## config.mk

```make
export PLATFORM = sky130hd
export DESIGN_NAME = tdm_demux_1x8_flat
export DESIGN_NICKNAME = d
export VERILOG_FILES = /design/src/rtl/tdm_demux_1x8_if.sv /design/src/rtl/tdm_demux_1x8.sv /design/src/flat_wrapper.sv
export SDC_FILE = /design/constraint.sdc
export NUM_CORES = 1
export LEC_CHECK = 0
export ABC_AREA = 1
export CORE_MARGIN = 2
export CORE_UTILIZATION = 55
export CTS_CLUSTER_DIAMETER = 80
export DETAILED_ROUTE_END_ITERATION = 10
export MAX_ROUTING_LAYER = met4
export PLACE_DENSITY = 0.84
export SLEW_MARGIN = 20
export SYNTH_ARGS = -nofsm -noshare
export SYNTH_HDL_FRONTEND = slang
export SYNTH_SLANG_ARGS = --single-unit
```

## constraint.sdc

```tcl
create_clock -name clk -period 3.6 [get_ports clk]
set_input_delay 0.72 -clock clk [delete_from_list [all_inputs] [get_ports clk]]
set_output_delay 0.72 -clock clk [all_outputs]
set_load 0.1 [all_outputs]
```

## src/rtl/tdm_demux_1x8_if.sv

```systemverilog
// Bus bundle for the TDM 1x8 receive demux: slot stream in, frame word plus status out.
// The slave modport is the demux view; the master modport is the source/consumer view.
interface tdm_demux_1x8_if #(
    parameter int unsigned SLOT_W = 1
);
    logic                  in_valid;
    logic [SLOT_W-1:0]     in_data;
    logic                  in_sync;
    logic [8*SLOT_W-1:0]   out_data;
    logic                  out_valid;
    logic                  out_ready;
    logic [2:0]            lane_sel;
    logic                  locked;
    logic                  sync_err;
    logic                  overrun;
    logic                  par_err;

    modport master (
        output in_valid, in_data, in_sync, out_ready,
        input  out_data, out_valid, lane_sel, locked, sync_err, overrun, par_err
    );

    modport slave (
        input  in_valid, in_data, in_sync, out_ready,
        output out_data, out_valid, lane_sel, locked, sync_err, overrun, par_err
    );
endinterface

```

## src/rtl/tdm_demux_1x8.sv

```systemverilog
// Receive end of the 8-lane TDM link: frame lock, slot routing into a registered word, handshake.
// Define PARITY_CHECK_EN for a 9-slot frame whose last slot carries per-bit even parity.
module tdm_demux_1x8 #(
    parameter int unsigned SLOT_W        = 1,
    parameter int unsigned SYNC_LOSS_MAX = 3
) (
    input  logic               clk,
    input  logic               rst,
    tdm_demux_1x8_if.slave     bus
);
    localparam int unsigned LANES  = 8;
    localparam int unsigned WORD_W = LANES * SLOT_W;
    localparam int unsigned LANE_W = 4;
    localparam int unsigned MISS_W = 4;
`ifdef PARITY_CHECK_EN
    localparam int unsigned NSLOT  = 9;
`else
    localparam int unsigned NSLOT  = 8;
`endif
    localparam logic [LANE_W-1:0] LAST_SLOT = LANE_W'(NSLOT - 1);
    localparam logic [MISS_W-1:0] MISS_LIM  = MISS_W'(SYNC_LOSS_MAX);

    typedef enum logic {
        HUNT = 1'b0,
        LOCK = 1'b1
    } state_t;

    state_t              r_state,    w_state_nxt;
    logic [LANE_W-1:0]   r_lane,     w_lane_nxt;
    logic [MISS_W-1:0]   r_miss,     w_miss_nxt;
    logic [WORD_W-1:0]   r_shadow,   w_shadow_nxt;
    logic [WORD_W-1:0]   r_out_data, w_out_data_nxt;
    logic                r_out_valid, w_out_valid_nxt;
    logic                r_sync_err, w_sync_err_nxt;
    logic                r_overrun,  w_overrun_nxt;
    logic [MISS_W-1:0]   w_miss_inc;
    logic                w_frame_ok;

`ifdef PARITY_CHECK_EN
    logic                r_par_err,  w_par_err_nxt;
    logic [SLOT_W-1:0]   w_parity;

    // Even parity per bit position over the eight stored data slots.
    always_comb begin
        w_parity = '0;
        for (int i = 0; i < int'(LANES); i++) begin
            w_parity = w_parity ^ r_shadow[i*SLOT_W +: SLOT_W];
        end
    end
`endif

    assign w_miss_inc = r_miss + MISS_W'(1);

    // State register and all registered outputs.
    always_ff @(posedge clk or posedge rst) begin
        if (rst) begin
            r_state     <= HUNT;
            r_lane      <= '0;
            r_miss      <= '0;
            r_shadow    <= '0;
            r_out_data  <= '0;
            r_out_valid <= 1'b0;
            r_sync_err  <= 1'b0;
            r_overrun   <= 1'b0;
`ifdef PARITY_CHECK_EN
            r_par_err   <= 1'b0;
`endif
        end else begin
            r_state     <= w_state_nxt;
            r_lane      <= w_lane_nxt;
            r_miss      <= w_miss_nxt;
            r_shadow    <= w_shadow_nxt;
            r_out_data  <= w_out_data_nxt;
            r_out_valid <= w_out_valid_nxt;
            r_sync_err  <= w_sync_err_nxt;
            r_overrun   <= w_overrun_nxt;
`ifdef PARITY_CHECK_EN
            r_par_err   <= w_par_err_nxt;
`endif
        end
    end

    // Next-state: lock tracking, slot routing and frame hand-off.
    always_comb begin
        w_state_nxt     = r_state;
        w_lane_nxt      = r_lane;
        w_miss_nxt      = r_miss;
        w_shadow_nxt    = r_shadow;
        w_out_data_nxt  = r_out_data;
        w_out_valid_nxt = r_out_valid & ~bus.out_ready;
        w_sync_err_nxt  = 1'b0;
        w_overrun_nxt   = 1'b0;
        w_frame_ok      = 1'b1;
`ifdef PARITY_CHECK_EN
        w_par_err_nxt   = 1'b0;
`endif

        case (r_state)
            HUNT: begin
                if (bus.in_valid && bus.in_sync) begin
                    w_shadow_nxt              = '0;
                    w_shadow_nxt[0 +: SLOT_W] = bus.in_data;
                    w_lane_nxt                = LANE_W'(1);
                    w_miss_nxt                = '0;
                    w_state_nxt               = LOCK;
                end
            end
            LOCK: begin
                if (bus.in_valid) begin
                    if (bus.in_sync && (r_lane != '0)) begin
                        // Early sync restarts the frame from this sample.
                        w_sync_err_nxt            = 1'b1;
                        w_shadow_nxt              = '0;
                        w_shadow_nxt[0 +: SLOT_W] = bus.in_data;
                        w_lane_nxt                = LANE_W'(1);
                        w_miss_nxt                = w_miss_inc;
                        if (w_miss_inc >= MISS_LIM) begin
                            w_state_nxt = HUNT;
                            w_lane_nxt  = '0;
                            w_miss_nxt  = '0;
                        end
                    end else if (!bus.in_sync && (r_lane == '0)) begin
                        w_sync_err_nxt = 1'b1;
                        w_miss_nxt     = w_miss_inc;
                        if (w_miss_inc >= MISS_LIM) begin
                            w_state_nxt = HUNT;
                            w_miss_nxt  = '0;
                        end
                    end else begin
                        for (int i = 0; i < int'(LANES); i++) begin
                            if (r_lane == LANE_W'(i)) begin
                                w_shadow_nxt[i*SLOT_W +: SLOT_W] = bus.in_data;
                            end
                        end
                        if (r_lane == LAST_SLOT) begin
                            w_lane_nxt = '0;
`ifdef PARITY_CHECK_EN
                            w_frame_ok    = (w_parity == bus.in_data);
                            w_par_err_nxt = ~w_frame_ok;
`endif
                            if (w_frame_ok) begin
                                w_miss_nxt = '0;
                                if (!r_out_valid || bus.out_ready) begin
                                    w_out_data_nxt  = w_shadow_nxt;
                                    w_out_valid_nxt = 1'b1;
                                end else begin
                                    w_overrun_nxt = 1'b1;
                                end
                            end
                        end else begin
                            w_lane_nxt = r_lane + LANE_W'(1);
                        end
                    end
                end
            end
            default: w_state_nxt = HUNT;
        endcase
    end

    // With the parity slot enabled, slot index 8 reads back as 0 on the 3-bit port.
    assign bus.lane_sel  = r_lane[2:0];
    assign bus.locked    = (r_state == LOCK);
    assign bus.out_data  = r_out_data;
    assign bus.out_valid = r_out_valid;
    assign bus.sync_err  = r_sync_err;
    assign bus.overrun   = r_overrun;
`ifdef PARITY_CHECK_EN
    assign bus.par_err   = r_par_err;
`else
    assign bus.par_err   = 1'b0;
`endif
endmodule

```

## src/flat_wrapper.sv

```systemverilog
// flat-port wrapper written by rule: the top's interface ports become plain ports
module tdm_demux_1x8_flat 
#(
    parameter int unsigned SLOT_W        = 1,
    parameter int unsigned SYNC_LOSS_MAX = 3
)
  (clk, rst, bus_in_valid, bus_in_data, bus_in_sync, bus_out_ready, bus_out_data, bus_out_valid, bus_lane_sel, bus_locked, bus_sync_err, bus_overrun, bus_par_err);
  tdm_demux_1x8_if #(.SLOT_W(SLOT_W)) bus_i ();
  input  logic clk;
  input  logic rst;
  input wire logic [$bits(bus_i.in_valid)-1:0] bus_in_valid;
  input wire logic [$bits(bus_i.in_data)-1:0] bus_in_data;
  input wire logic [$bits(bus_i.in_sync)-1:0] bus_in_sync;
  input wire logic [$bits(bus_i.out_ready)-1:0] bus_out_ready;
  output wire logic [$bits(bus_i.out_data)-1:0] bus_out_data;
  output wire logic [$bits(bus_i.out_valid)-1:0] bus_out_valid;
  output wire logic [$bits(bus_i.lane_sel)-1:0] bus_lane_sel;
  output wire logic [$bits(bus_i.locked)-1:0] bus_locked;
  output wire logic [$bits(bus_i.sync_err)-1:0] bus_sync_err;
  output wire logic [$bits(bus_i.overrun)-1:0] bus_overrun;
  output wire logic [$bits(bus_i.par_err)-1:0] bus_par_err;
  assign bus_i.in_valid = bus_in_valid;
  assign bus_i.in_data = bus_in_data;
  assign bus_i.in_sync = bus_in_sync;
  assign bus_i.out_ready = bus_out_ready;
  assign bus_out_data = bus_i.out_data;
  assign bus_out_valid = bus_i.out_valid;
  assign bus_lane_sel = bus_i.lane_sel;
  assign bus_locked = bus_i.locked;
  assign bus_sync_err = bus_i.sync_err;
  assign bus_overrun = bus_i.overrun;
  assign bus_par_err = bus_i.par_err;
  tdm_demux_1x8 #(.SLOT_W(SLOT_W), .SYNC_LOSS_MAX(SYNC_LOSS_MAX)) u_core (.clk(clk), .rst(rst), .bus(bus_i));
endmodule
```

==> flow_metrics.env <==
export IMPL_status="completed"
export IMPL_antenna_cells=0
export IMPL_synth_top_area_share_pct=44.2
export IMPL_fmax_ghz=0.365
export IMPL_gr_total_overflow=0
export IMPL_cap_violations=0
export IMPL_clk_pin_slew_worst_paths_ns=0.15
export IMPL_die_area_um2=3330
export IMPL_path_max_fanout=6
export IMPL_dp_hpwl_mm=2.19
export IMPL_grt_start_max_net_pins=29
export IMPL_worstMarginPinSlew_ns=0.969
export IMPL_critPathKind="reg -> out"
export IMPL_synth_edf_count=0
export IMPL_worstSetupEndpointType="output port"
export IMPL_ys_seq_elements=28
export IMPL_finalClockSkew_ns=0.00377
export IMPL_critPathBufInv=1
export IMPL_finalInstanceArea_um2=1820
export IMPL_cts_setup_buffers=0
export IMPL_hold_viol=0
export IMPL_place_area_um2=1770
export IMPL_yosysWarnings=0
export IMPL_grt_pass1_wl_mm=5.29
export IMPL_drtIter0Drc=28
export IMPL_ant_nets=0
export IMPL_cts_resized=0
export IMPL_h_tree_depth=1
export IMPL_yosysSeqAreaShare_pct=44.2
export IMPL_cts_tree="yes"
export IMPL_antenna_found_initial=0
export IMPL_netlist_instances=205
export IMPL_drive_above_1_share_pct=6.73
export IMPL_period_share_pct=76.2
export IMPL_wl_per_cell_um=11.2
export IMPL_p_leak_nw=0.982
export IMPL_layout_nets=239
export IMPL_power_density_nw_per_um2=805
export IMPL_start_kind="flop"
export IMPL_path_cells="clkdlybuf4s50_1"
export IMPL_cts_hold_fix_buffers=0
export IMPL_synth_top_cell_by_area="dfrtp_1"
export IMPL_avgSynthCellArea_um2=7.73
export IMPL_design_core_area_um2=2760
export IMPL_cp_slowest_stage_delay_ns=1.18
export IMPL_hold_path_class="reg -> reg"
export IMPL_vias=1278
export IMPL_multiInputGateArea_um2=704
export IMPL_ir_drop_mv=0.586
export IMPL_final_setup_viol_count=0
export IMPL_start_util_pct=57.5
export IMPL_fillers=246
export IMPL_rsz0062_at_grt="false"
export IMPL_relSlewSlack_pct=35.2
export IMPL_num_io_pins=22
export IMPL_seq_area_um2=701
export IMPL_ys_types=23
export IMPL_synth_cell_area_um2=1590
export IMPL_synth_area_leaders="dfrtp_1 (44%), nand2_1 (15%), inv_1 (7.6%), ha_1 (7.1%), o21ai_0 (4.7%)"
export IMPL_area_growth_syn_to_layout_pct=14.9
export IMPL_numPortBuffers=20
export IMPL_die_h_um=57.7
export IMPL_syn_nets=220
export IMPL_placementRows=19
export IMPL_worstPathArrival_ns=2.02
export IMPL_ys_flop_type="dfrtp_1"
export IMPL_clock_sinks=28
export IMPL_drc=0
export IMPL_synthArstFlopShare_pct=100
export IMPL_cts_path_max_buffers=2
export IMPL_routabilityCongestion=0.818
export IMPL_cp_top_family="buffers and inverters"
export IMPL_cts_root_buf="clkbuf_4"
export IMPL_grt_pass1_vias=1230
export IMPL_first_pass_iters=4
export IMPL_power_mw=1.47
export IMPL_wirelength_mm=2.85
export IMPL_clk_latency_ns=0.33
export IMPL_slowest_stage="clkdlybuf4s50_1"
export IMPL_numCtsBuffers=3
export IMPL_cp_required_ns=2.88
export IMPL_vias_per_cell=5.03
export IMPL_track_usage_pct=21.2
export IMPL_post_route_min_period_ns=2.74
export IMPL_final_max_slew_viol_count=0
export IMPL_tns_ns=0
export IMPL_r2r_slack_ns=1.46
export IMPL_die_x_um=57.7
[path summary, 6_finish.rpt]
check                                          startpoint                            endpoint  depth (start not counted)
hold reg to reg            u_core.r_shadow[7]$_DFFE_PP0P_      u_core.r_shadow[7]$_DFFE_PP0P_                          2
setup / recovery              u_core.bus.locked$_DFF_PP0_                          bus_locked                          1
max in group asynchronous                             rst         u_core.bus.locked$_DFF_PP0_                          2
setup reg to reg             u_core.r_lane[0]$_DFFE_PP0P_  u_core.bus.out_data[1]$_DFFE_PP0P_                          9
min in group asynchronous                             rst        u_core.bus.overrun$_DFF_PP0_                          2
hold / removal             u_core.r_shadow[7]$_DFFE_PP0P_      u_core.r_shadow[7]$_DFFE_PP0P_                          2
[area by class of cell]
cell class	count	area share [%]
Clock buffer	3	1.24
Multi-Input combinational cell	137	38.7
Inverter	34	7.01
Timing Repair Buffer	20	10.9
Sequential cell	28	38.5
Tap cell	31	2.13
Clock inverter	1	1.65
[through the flow]
stage / setup slack [ns] / utilization [%] / hold WS [ns] / instances
finish: 0.858 / 66.1 / 0.502 / 254
floorplan: 1.76 / - / 0.449 / 205
global placement: 1.22 / 64.2 / 0.463 / 250
CTS: 0.854 / 66.1 / 0.505 / 254
global route: 0.792 / 66.1 / 0.527 / 254
detailed placement: 1.14 / 64.2 / 0.471 / 250
[logic make-up after synthesis]
group	Yosys count	synth area share [%]
other	1	0.237
AOI/OAI and AO/OA	22	7.50
DFF	28	44.2
buffers and inverters	40	11.4
adders and majority gates	9	7.10
xor gates and xnor gates	1	0.553
and+or+nand+nor	104	29.0
[Yosys cell counts, types with 2 or more instances]
library cell  number
a21oi_1            4
buf_4              4
buf_6              2
dfrtp_1           28
ha_1               9
inv_1             32
inv_2              2
nand2_1           64
nand3_1           13
nand4_1            3
nor2_1            15
nor3_1             3
o21ai_0           15
o21ai_2            2
[metal layers]
metal / up-vias / GRT usage [%] / part of all wire, %
met5: - / - / 0
met4: 0 / 7.97 / 0.53
met3: 2 / 3.35 / 3.1
met2: 24 / 33.0 / 48
met1: 584 / 28.2 / 48
li1: 668 / - / -
[power breakdown]
group          leakage [nW]  internal (mW)  switching, mW
logic                 0.607          0.200          0.595
clock network        0.0279          0.113         0.0961
registers             0.347          0.394         0.0688
total                 0.982          0.707          0.760
[cell usage in the layout (no fill, tap or decap), types with 2 or more instances in the layout]
cell type	netlist	final
o21ai_0	15	15
a21oi_1	4	4
nand2_1	64	64
clkdlybuf4s50_1	0	19
nand3_1	13	13
nor3_1	3	3
nand4_1	3	3
ha_1	9	9
dfrtp_1	28	28
nor2_1	15	15
inv_1	32	31
o21ai_2	2	2
inv_2	2	3
clkbuf_4	0	3
[flip-flops by register name, indices dropped and copies added, names as in the netlist]
name,flops
u_core.bus.locked,1
u_core.bus.out_data,8
u_core.bus.out_valid,1
u_core.bus.overrun,1
u_core.bus.sync_err,1
u_core.r_lane,4
u_core.r_miss,4
u_core.r_shadow,8
No activity file was read; power rests on OpenSTA's default activity.
